<file path="config.mk">
export PLATFORM = sky130hd
export DESIGN_NAME = alu_accum_seq_flat
export DESIGN_NICKNAME = d
export VERILOG_FILES = /design/src/rtl/alu_accum_seq_if.sv /design/src/rtl/alu_accum_seq.sv /design/src/flat_wrapper.sv
export SDC_FILE = /design/constraint.sdc
export NUM_CORES = 1
export LEC_CHECK = 0
export CAP_MARGIN = 20
export CORE_MARGIN = 2
export CORE_UTILIZATION = 52
export CTS_CLUSTER_SIZE = 12
export DETAILED_ROUTE_END_ITERATION = 16
export PLACE_DENSITY = 0.76
export SYNTH_ARGS = -nofsm -noshare
export SYNTH_HDL_FRONTEND = slang
export SYNTH_SLANG_ARGS = --single-unit
export TNS_END_PERCENT = 5
</file>
<file path="constraint.sdc">
create_clock -name clock -period 2.5 [get_ports clock]
set_input_delay 0.5 -clock clock [delete_from_list [all_inputs] [get_ports clock]]
set_output_delay 0.5 -clock clock [all_outputs]
set_load 0.02 [all_outputs]
</file>
<file path="src/rtl/alu_accum_seq_if.sv">
`default_nettype none
// ============================================================================
// Module      : alu_accum_seq_if
// Description : Request/result bundle for alu_accum_seq.
//               master : requester (drives in_valid/op/data_a/acc_clr)
//               slave  : the ALU (drives in_ready/out_valid/acc/busy/flags)
//               flag_zero/flag_carry exist only when ALU_FLAGS_EN is defined.
// Revision    : 1.0 - initial release
// ============================================================================
interface alu_accum_seq_if #(
    parameter int WIDTH = 4
);
    logic                 in_valid;
    logic                 in_ready;
    logic [2:0]           op;
    logic [WIDTH-1:0]     data_a;
    logic                 acc_clr;
    logic                 out_valid;
    logic [2*WIDTH-1:0]   acc;
    logic                 busy;
`ifdef ALU_FLAGS_EN
    logic                 flag_zero;
    logic                 flag_carry;

    modport master (
        output in_valid, op, data_a, acc_clr,
        input  in_ready, out_valid, acc, busy, flag_zero, flag_carry
    );
    modport slave (
        input  in_valid, op, data_a, acc_clr,
        output in_ready, out_valid, acc, busy, flag_zero, flag_carry
    );
`else
    modport master (
        output in_valid, op, data_a, acc_clr,
        input  in_ready, out_valid, acc, busy
    );
    modport slave (
        input  in_valid, op, data_a, acc_clr,
        output in_ready, out_valid, acc, busy
    );
`endif
endinterface
`default_nettype wire

</file>
<file path="src/rtl/alu_accum_seq.sv">
`default_nettype none
// ============================================================================
// Module      : alu_accum_seq
// Description : Accumulator ALU. Operand A combines with B = acc[WIDTH-1:0];
//               every accepted op writes its result into the 2*WIDTH-bit
//               accumulator. Ops 000-110 complete at the accepting edge,
//               op 111 is a WIDTH-cycle shift-add multiply.
// Ports       : clock    - rising-edge clock
//               reset_n  - synchronous active-low reset
//               bus      - alu_accum_seq_if.slave (handshake, op, data_a,
//                          acc_clr, out_valid, acc, busy, optional flags)
// Options     : ALU_FLAGS_EN - adds registered flag_zero / flag_carry
// Revision    : 1.0 - initial release
// ============================================================================
module alu_accum_seq #(
    parameter int WIDTH = 4
) (
    input  wire logic          clock,
    input  wire logic          reset_n,
    alu_accum_seq_if.slave     bus
);
    localparam int c_ACC_W = 2 * WIDTH;
    localparam int c_CNT_W = $clog2(WIDTH);
    localparam logic [c_CNT_W-1:0] c_CNT_LAST = c_CNT_W'(WIDTH - 1);

    typedef enum logic [0:0] {
        S_IDLE = 1'b0,
        S_MUL  = 1'b1
    } state_t;

    state_t               r_state;
    state_t               w_state_nxt;
    logic                 w_accept;
    logic                 w_mul_last;
    logic                 w_in_ready;
    logic                 w_busy;

    logic [c_ACC_W-1:0]   r_acc;
    logic                 r_out_valid;
    logic [c_ACC_W-1:0]   r_mcand;
    logic [WIDTH-1:0]     r_mplier;
    logic [c_ACC_W-1:0]   r_pp;
    logic [c_CNT_W-1:0]   r_cnt;

    logic [WIDTH-1:0]     w_b;
    logic [WIDTH:0]       w_inc;
    logic [WIDTH:0]       w_sum;
    logic [WIDTH:0]       w_diff;
    logic [31:0]          w_shamt;
    logic [c_ACC_W-1:0]   w_shl;
    logic [WIDTH-1:0]     w_shr;
    logic [c_ACC_W-1:0]   w_result;
    logic                 w_carry;
    logic [c_ACC_W-1:0]   w_addend;
    logic [c_ACC_W-1:0]   w_pp_nxt;

    // ------------------------------------------------------------------
    // FSM
    // ------------------------------------------------------------------
    always_ff @(posedge clock) begin
        if (!reset_n) begin
            r_state <= S_IDLE;
        end else begin
            r_state <= w_state_nxt;
        end
    end

    always_comb begin
        w_state_nxt = r_state;
        w_accept    = 1'b0;
        w_mul_last  = 1'b0;
        w_in_ready  = 1'b0;
        w_busy      = 1'b0;
        case (r_state)
            S_IDLE: begin
                w_in_ready = 1'b1;
                if (bus.in_valid) begin
                    w_accept = 1'b1;
                    if (bus.op == 3'b111) begin
                        w_state_nxt = S_MUL;
                    end
                end
            end
            S_MUL: begin
                w_busy = 1'b1;
                if (r_cnt == c_CNT_LAST) begin
                    w_mul_last  = 1'b1;
                    w_state_nxt = S_IDLE;
                end
            end
            default: w_state_nxt = S_IDLE;
        endcase
    end

    // ------------------------------------------------------------------
    // Single-cycle result
    // ------------------------------------------------------------------
    assign w_b     = r_acc[WIDTH-1:0];
    assign w_inc   = {1'b0, bus.data_a} + {{WIDTH{1'b0}}, 1'b1};
    assign w_sum   = {1'b0, bus.data_a} + {1'b0, w_b};
    // Bit WIDTH of the extended subtraction is the borrow (A < B).
    assign w_diff  = {1'b0, bus.data_a} - {1'b0, w_b};
    assign w_shamt = 32'(bus.data_a);
    assign w_shl   = (w_shamt >= 32'(c_ACC_W)) ? '0
                   : ({{WIDTH{1'b0}}, w_b} << bus.data_a);
    assign w_shr   = (w_shamt >= 32'(WIDTH)) ? '0 : (w_b >> bus.data_a);

    always_comb begin
        w_result = '0;
        w_carry  = 1'b0;
        case (bus.op)
            3'b000: w_result = {{(WIDTH-1){1'b0}}, w_inc};
            3'b001: begin
                w_result = {{(WIDTH-1){1'b0}}, w_sum};
                w_carry  = w_sum[WIDTH];
            end
            3'b010: begin
                w_result = {{(WIDTH-1){1'b0}}, w_diff};
                w_carry  = w_diff[WIDTH];
            end
            3'b011: w_result = {bus.data_a | w_b, bus.data_a ^ w_b};
            3'b100: w_result = {{(c_ACC_W-1){1'b0}}, (|bus.data_a) | (|w_b)};
            3'b101: w_result = w_shl;
            3'b110: w_result = {{WIDTH{1'b0}}, w_shr};
            default: w_result = '0;
        endcase
    end

    // One shift-add step: the multiplier bit selected by the counter gates
    // the multiplicand shifted into place.
    assign w_addend = r_mplier[r_cnt] ? (r_mcand << r_cnt) : '0;
    assign w_pp_nxt = r_pp + w_addend;

    // ------------------------------------------------------------------
    // Datapath registers
    // ------------------------------------------------------------------
`ifdef ALU_FLAGS_EN
    logic r_flag_zero;
    logic r_flag_carry;
`endif

    always_ff @(posedge clock) begin
        if (!reset_n) begin
            r_acc       <= '0;
            r_out_valid <= 1'b0;
            r_mcand     <= '0;
            r_mplier    <= '0;
            r_pp        <= '0;
            r_cnt       <= '0;
`ifdef ALU_FLAGS_EN
            r_flag_zero  <= 1'b0;
            r_flag_carry <= 1'b0;
`endif
        end else begin
            r_out_valid <= 1'b0;
            case (r_state)
                S_IDLE: begin
                    if (w_accept) begin
                        if (bus.op == 3'b111) begin
                            r_mcand  <= {{WIDTH{1'b0}}, bus.data_a};
                            r_mplier <= w_b;
                            r_pp     <= '0;
                            r_cnt    <= '0;
                        end else begin
                            r_acc       <= w_result;
                            r_out_valid <= 1'b1;
`ifdef ALU_FLAGS_EN
                            r_flag_zero  <= (w_result == '0);
                            r_flag_carry <= w_carry;
`endif
                        end
                    end else if (bus.acc_clr) begin
                        r_acc <= '0;
`ifdef ALU_FLAGS_EN
                        r_flag_zero  <= 1'b1;
                        r_flag_carry <= 1'b0;
`endif
                    end
                end
                S_MUL: begin
                    r_pp  <= w_pp_nxt;
                    r_cnt <= w_mul_last ? '0 : r_cnt + c_CNT_W'(1);
                    if (w_mul_last) begin
                        r_acc       <= w_pp_nxt;
                        r_out_valid <= 1'b1;
`ifdef ALU_FLAGS_EN
                        r_flag_zero  <= (w_pp_nxt == '0);
                        r_flag_carry <= 1'b0;
`endif
                    end
                end
                default: ;
            endcase
        end
    end

    assign bus.in_ready  = w_in_ready;
    assign bus.busy      = w_busy;
    assign bus.acc       = r_acc;
    assign bus.out_valid = r_out_valid;
`ifdef ALU_FLAGS_EN
    assign bus.flag_zero  = r_flag_zero;
    assign bus.flag_carry = r_flag_carry;
`endif

endmodule
`default_nettype wire

</file>
<file path="src/flat_wrapper.sv">
// flat-port wrapper written by rule: the top's interface ports become plain ports
module alu_accum_seq_flat 
#(
    parameter int WIDTH = 4
)
  (clock, reset_n, bus_in_valid, bus_op, bus_data_a, bus_acc_clr, bus_in_ready, bus_out_valid, bus_acc, bus_busy);
  alu_accum_seq_if #(.WIDTH(WIDTH)) bus_i ();
  input  wire logic clock;
  input  wire logic reset_n;
  input wire logic [$bits(bus_i.in_valid)-1:0] bus_in_valid;
  input wire logic [$bits(bus_i.op)-1:0] bus_op;
  input wire logic [$bits(bus_i.data_a)-1:0] bus_data_a;
  input wire logic [$bits(bus_i.acc_clr)-1:0] bus_acc_clr;
  output wire logic [$bits(bus_i.in_ready)-1:0] bus_in_ready;
  output wire logic [$bits(bus_i.out_valid)-1:0] bus_out_valid;
  output wire logic [$bits(bus_i.acc)-1:0] bus_acc;
  output wire logic [$bits(bus_i.busy)-1:0] bus_busy;
  assign bus_i.in_valid = bus_in_valid;
  assign bus_i.op = bus_op;
  assign bus_i.data_a = bus_data_a;
  assign bus_i.acc_clr = bus_acc_clr;
  assign bus_in_ready = bus_i.in_ready;
  assign bus_out_valid = bus_i.out_valid;
  assign bus_acc = bus_i.acc;
  assign bus_busy = bus_i.busy;
  alu_accum_seq #(.WIDTH(WIDTH)) u_core (.clock(clock), .reset_n(reset_n), .bus(bus_i));
endmodule
</file>
==> impl_metrics.prom <==
# TYPE chip_impl_metric gauge
chip_impl_info{name="status",value="finished, final reports clean"} 1
chip_impl_metric{name="io-pin-count",unit=""} 22
chip_impl_metric{name="detail_route.iter0.violations",unit=""} 236
chip_impl_metric{name="vias_per_cell",unit=""} 6.19
chip_impl_metric{name="synth_largest_type_area_fraction",unit="%"} 23.3
chip_impl_info{name="hold_path.class",value="reg2reg"} 1
chip_impl_metric{name="ys_warn_count",unit=""} 0
chip_impl_metric{name="wl_met1",unit="microns"} 3050
chip_impl_metric{name="drt_pass1_iterations",unit=""} 4
chip_impl_metric{name="area.growth.synth_to_final",unit="%"} 28.3
chip_impl_metric{name="place.gp.congestion",unit=""} 0.963
chip_impl_metric{name="vias",unit=""} 2538
chip_impl_info{name="combinational_family_with_the_most_area_after_synthesis",value="compound AO/OA/AOI/OAI gates"} 1
chip_impl_metric{name="grt_antenna_before_repair",unit=""} 0
chip_impl_info{name="critical_path.endpoint_type",value="register"} 1
chip_impl_metric{name="hpwl",unit="microns"} 5270
chip_impl_metric{name="die_area",unit="sq um"} 5180
chip_impl_metric{name="synth.yosys.seq_area_share",unit="%"} 23.3
chip_impl_metric{name="timing.critical_path.arrival",unit="ns"} 2.64
chip_impl_metric{name="cap_viol_max_count",unit=""} 0
chip_impl_metric{name="clk_latency_worst_skew_pair",unit="ns"} 0.28
chip_impl_metric{name="rrSetupSlack",unit="ns"} 0.04
chip_impl_metric{name="pre_cts_ws",unit="ns"} -0.417
chip_impl_metric{name="htreeDepth",unit=""} 1
chip_impl_metric{name="detail_route.wl_per_cell",unit="microns"} 16.8
chip_impl_metric{name="synthArstFlopShare",unit="%"} 0
chip_impl_metric{name="maxSlewHeadroom",unit="%"} 60.9
chip_impl_metric{name="row_count",unit=""} 24
chip_impl_metric{name="all_layer_global_routing_usage",unit="%"} 27.8
chip_impl_metric{name="filler_cell_count",unit=""} 354
chip_impl_metric{name="floorplan.die.width",unit="microns"} 72.0
chip_impl_metric{name="hold_viol",unit=""} 0
chip_impl_info{name="ctsRootBufferMaster",value="clkbuf_8"} 1
chip_impl_metric{name="routed_wl",unit="microns"} 6910
chip_impl_metric{name="layout-drive-gt1-share",unit="%"} 25.4
chip_impl_metric{name="cts_buffers",unit=""} 3
chip_impl_metric{name="globalRouteOverflowTotal",unit=""} 0
chip_impl_metric{name="synth_simple_gate_area_share",unit="%"} 22.6
chip_impl_metric{name="min_delay_path_depth",unit=""} 2
chip_impl_metric{name="wl_met3",unit="microns"} 547
chip_impl_info{name="setup.worst_path.class",value="reg2reg"} 1
chip_impl_info{name="cp-start-kind",value="register"} 1
chip_impl_metric{name="number_of_diodes_added_for_antenna_fixing",unit=""} 0
chip_impl_info{name="worstSetupStartpoint",value="u_core.r_cnt[0]$_SDFFE_PN0P_"} 1
chip_impl_metric{name="power.density_cell_area",unit="nW/um^2"} 354
chip_impl_metric{name="syn_avg_cell_area",unit="sq um"} 7.91
chip_impl_metric{name="layout.cell_area.non_filler",unit="sq um"} 3090
chip_impl_metric{name="synth_adder_area_share",unit="%"} 11.6
chip_impl_metric{name="report.final.slew_viol_count",unit=""} 0
chip_impl_info{name="min_delay_worst_endpoint",value="u_core.r_pp[6]$_SDFFE_PN0P_"} 1
chip_impl_metric{name="p_leak",unit="nW"} 1.29
chip_impl_metric{name="netlist_instances",unit=""} 304
chip_impl_metric{name="post_synth_instance_area",unit="sq um"} 2400
chip_impl_metric{name="synth_compound_gate_area_share",unit="%"} 27.4
chip_impl_metric{name="fin_crit",unit="ns"} 2.46
chip_impl_metric{name="timing_worst_slew_pin_value",unit="ns"} 0.583
chip_impl_metric{name="timing.final.ws_setup",unit="ns"} 0.0350
chip_impl_metric{name="placement.io_buffers",unit=""} 21
chip_impl_metric{name="dr_wl_met2",unit="microns"} 3130
chip_impl_info{name="rsz_0062_raised_after_global_routing",value="true"} 1
chip_impl_info{name="synthDominantAreaCellType",value="dfxtp_1"} 1
chip_impl_info{name="routed.top_layer",value="met4"} 1
chip_impl_metric{name="synth_cell_type_count",unit=""} 65
chip_impl_metric{name="timing.hold.ws",unit="ns"} 0.473
chip_impl_metric{name="finalNetCount",unit=""} 391
chip_impl_metric{name="irDropWorstVdd",unit="mV"} 0.299
chip_impl_metric{name="drtAntennaViolNets",unit=""} 0
chip_impl_info{name="reg2reg_to",value="u_core.bus.acc[7]$_SDFFE_PN0P_"} 1
chip_impl_info{name="postSynth.topFlopCell",value="dfxtp_1"} 1
chip_impl_metric{name="drc",unit=""} 0
chip_impl_metric{name="initial_standard_cell_utilization_of_the_core",unit="%"} 54.5
chip_impl_metric{name="synth_edf_count",unit=""} 0
chip_impl_metric{name="grt_pass1_wl",unit="microns"} 11400
chip_impl_metric{name="chipHeight",unit="microns"} 72.0
chip_impl_metric{name="maxClockFrequency",unit="GHz"} 0.406
chip_impl_metric{name="fin_crit_sh",unit="%"} 98.6
chip_impl_metric{name="placed_area",unit="sq um"} 2920
chip_impl_metric{name="critical_path_peak_fanout",unit=""} 4
chip_impl_metric{name="report.power.total",unit="mW"} 1.09
chip_impl_metric{name="cts.clk_slew.worst_paths",unit="ns"} 0.10
chip_impl_metric{name="postSynthNetCount",unit=""} 336
chip_impl_metric{name="setup_violations",unit=""} 0
chip_impl_metric{name="first_global_vias",unit=""} 2426
chip_impl_info{name="timing.hold.worst.start",value="u_core.r_pp[6]$_SDFFE_PN0P_"} 1
chip_impl_metric{name="required",unit="ns"} 2.67
chip_impl_metric{name="cts.sink_count",unit=""} 28
chip_impl_metric{name="finalClockSkew",unit="ns"} 0.00790
chip_impl_metric{name="synthMuxAreaShare",unit="%"} 7.02
chip_impl_info{name="r2r-start",value="u_core.r_cnt[0]$_SDFFE_PN0P_"} 1
chip_impl_info{name="ys_top_cells_by_area",value="dfxtp_1, ha_1, a21oi_1, nor2_1, mux2i_1"} 1
chip_impl_metric{name="r2r_cells",unit=""} 8
chip_impl_metric{name="placeableCoreArea",unit="sq um"} 4410
chip_impl_info{name="tritoncts_clock_tree",value="built"} 1
chip_impl_metric{name="grt_start_max_net_pins",unit=""} 20
chip_impl_metric{name="post_synth_xor_area_fraction",unit="%"} 2.19
chip_impl_metric{name="setup_total_negative_slack",unit="ns"} 0
chip_impl_metric{name="synth-seq-cells",unit=""} 28
chip_impl_metric{name="clock_path_buffers",unit=""} 2
worst max-delay path by stage:
stage / endpoint / slack [ns] / depth (start not counted)
5_1_grt: u_core.bus.acc[4]$_SDFFE_PN0P_ / -0.07 / 12
6_report: u_core.bus.acc[7]$_SDFFE_PN0P_ / 0.04 / 8
4_1_cts: u_core.bus.acc[7]$_SDFFE_PN0P_ / 0.01 / 8
3_3_place_gp: u_core.bus.acc[4]$_SDFFE_PN0P_ / -0.34 / 10
3_5_place_dp: u_core.bus.acc[4]$_SDFFE_PN0P_ / -0.42 / 10
2_1_floorplan: u_core.bus.acc[7]$_SDFFE_PN0P_ / -0.03 / 9
routing by layer:
metal  up-vias  GRT usage [%]
li1       1231              -
met1      1195           38.1
met2        93           44.5
met3        19           5.14
met4         0           8.81
met5         -              0
cells by family (layout without fill, tap and decap cells):
logic type      count (synthesis)  count (layout)
compound gates                 98              98
xor+xnor                        6               6
flops                          28              28
mux                            14              14
simple gates                  107             107
buf+inv                        30              84
fa+ha+maj                      21              21
flip-flops by register name (all words and copies together) (netlist names):
name                  cells
u_core.r_mcand            4
u_core.r_state            1
u_core.r_pp               8
u_core.bus.acc            8
u_core.r_mplier           4
u_core.bus.out_valid      1
u_core.r_cnt              2
critical path, cell delays in order, from the launching register on:
cell     delay (ns)
dfxtp_4        0.38
mux4_2         0.52
and2_1         0.18
ha_1           0.31
and3_4         0.21
a22oi_2        0.17
mux2_4         0.34
o21ai_4        0.17
a31oi_1        0.10
cell usage in the layout (no fill, tap or decap), drive strengths merged, types with 9 or more instances in the layout:
cell type | Yosys | routed
a21oi | 31 | 31
buf | 11 | 45
clkdlybuf4s50 | 0 | 19
dfxtp | 28 | 28
ha | 19 | 19
inv | 14 | 14
mux2i | 9 | 9
nand2 | 23 | 23
nor2 | 37 | 37
o21ai | 21 | 21
area by class of cell:
cell class | instances | area (sq um) | share of cell area (%)
timing repair buffer | 66 | 546 | 17.7
multi-input combinational | 246 | 1800 | 58.3
inverter | 14 | 52.6 | 1.70
clock buffer | 4 | 55.1 | 1.78
sequential | 28 | 569 | 18.5
tap | 52 | 65.1 | 2.11
through the flow:
| stage | instances | util, % |
|---|---|---|
| floorplan | 304 | - |
| CTS | 408 | 68.3 |
| detailed placement | 404 | 66.2 |
| global placement | 404 | 66.2 |
| finish | 410 | 69.9 |
| global route | 410 | 69.9 |
Yosys cell counts (5+ instances only):
cell	instances
a21oi_1	29
a31oi_1	7
buf_2	6
clkbuf_1	5
dfxtp_1	28
ha_1	19
inv_1	10
mux2i_1	9
nand2_1	22
nand2b_1	6
nand3_1	6
nor2_1	37
nor3_1	7
o21ai_0	13
o21ai_1	7
power by group:
part	internal, mW	switching (mW)
logic	0.148	0.178
clock network	0.141	0.149
registers	0.459	0.0153
total	0.749	0.342
timing repair:
action / in CTS / in global routing
resized for setup: 10 / 15
buffers inserted: 0 / 2
pin swaps: 5 / 7
endpoints found under the setup margin: 10 / 9
hold buffers: 0 / 0
cloned: 0 / 0
(Power assumes the default switching activity.)
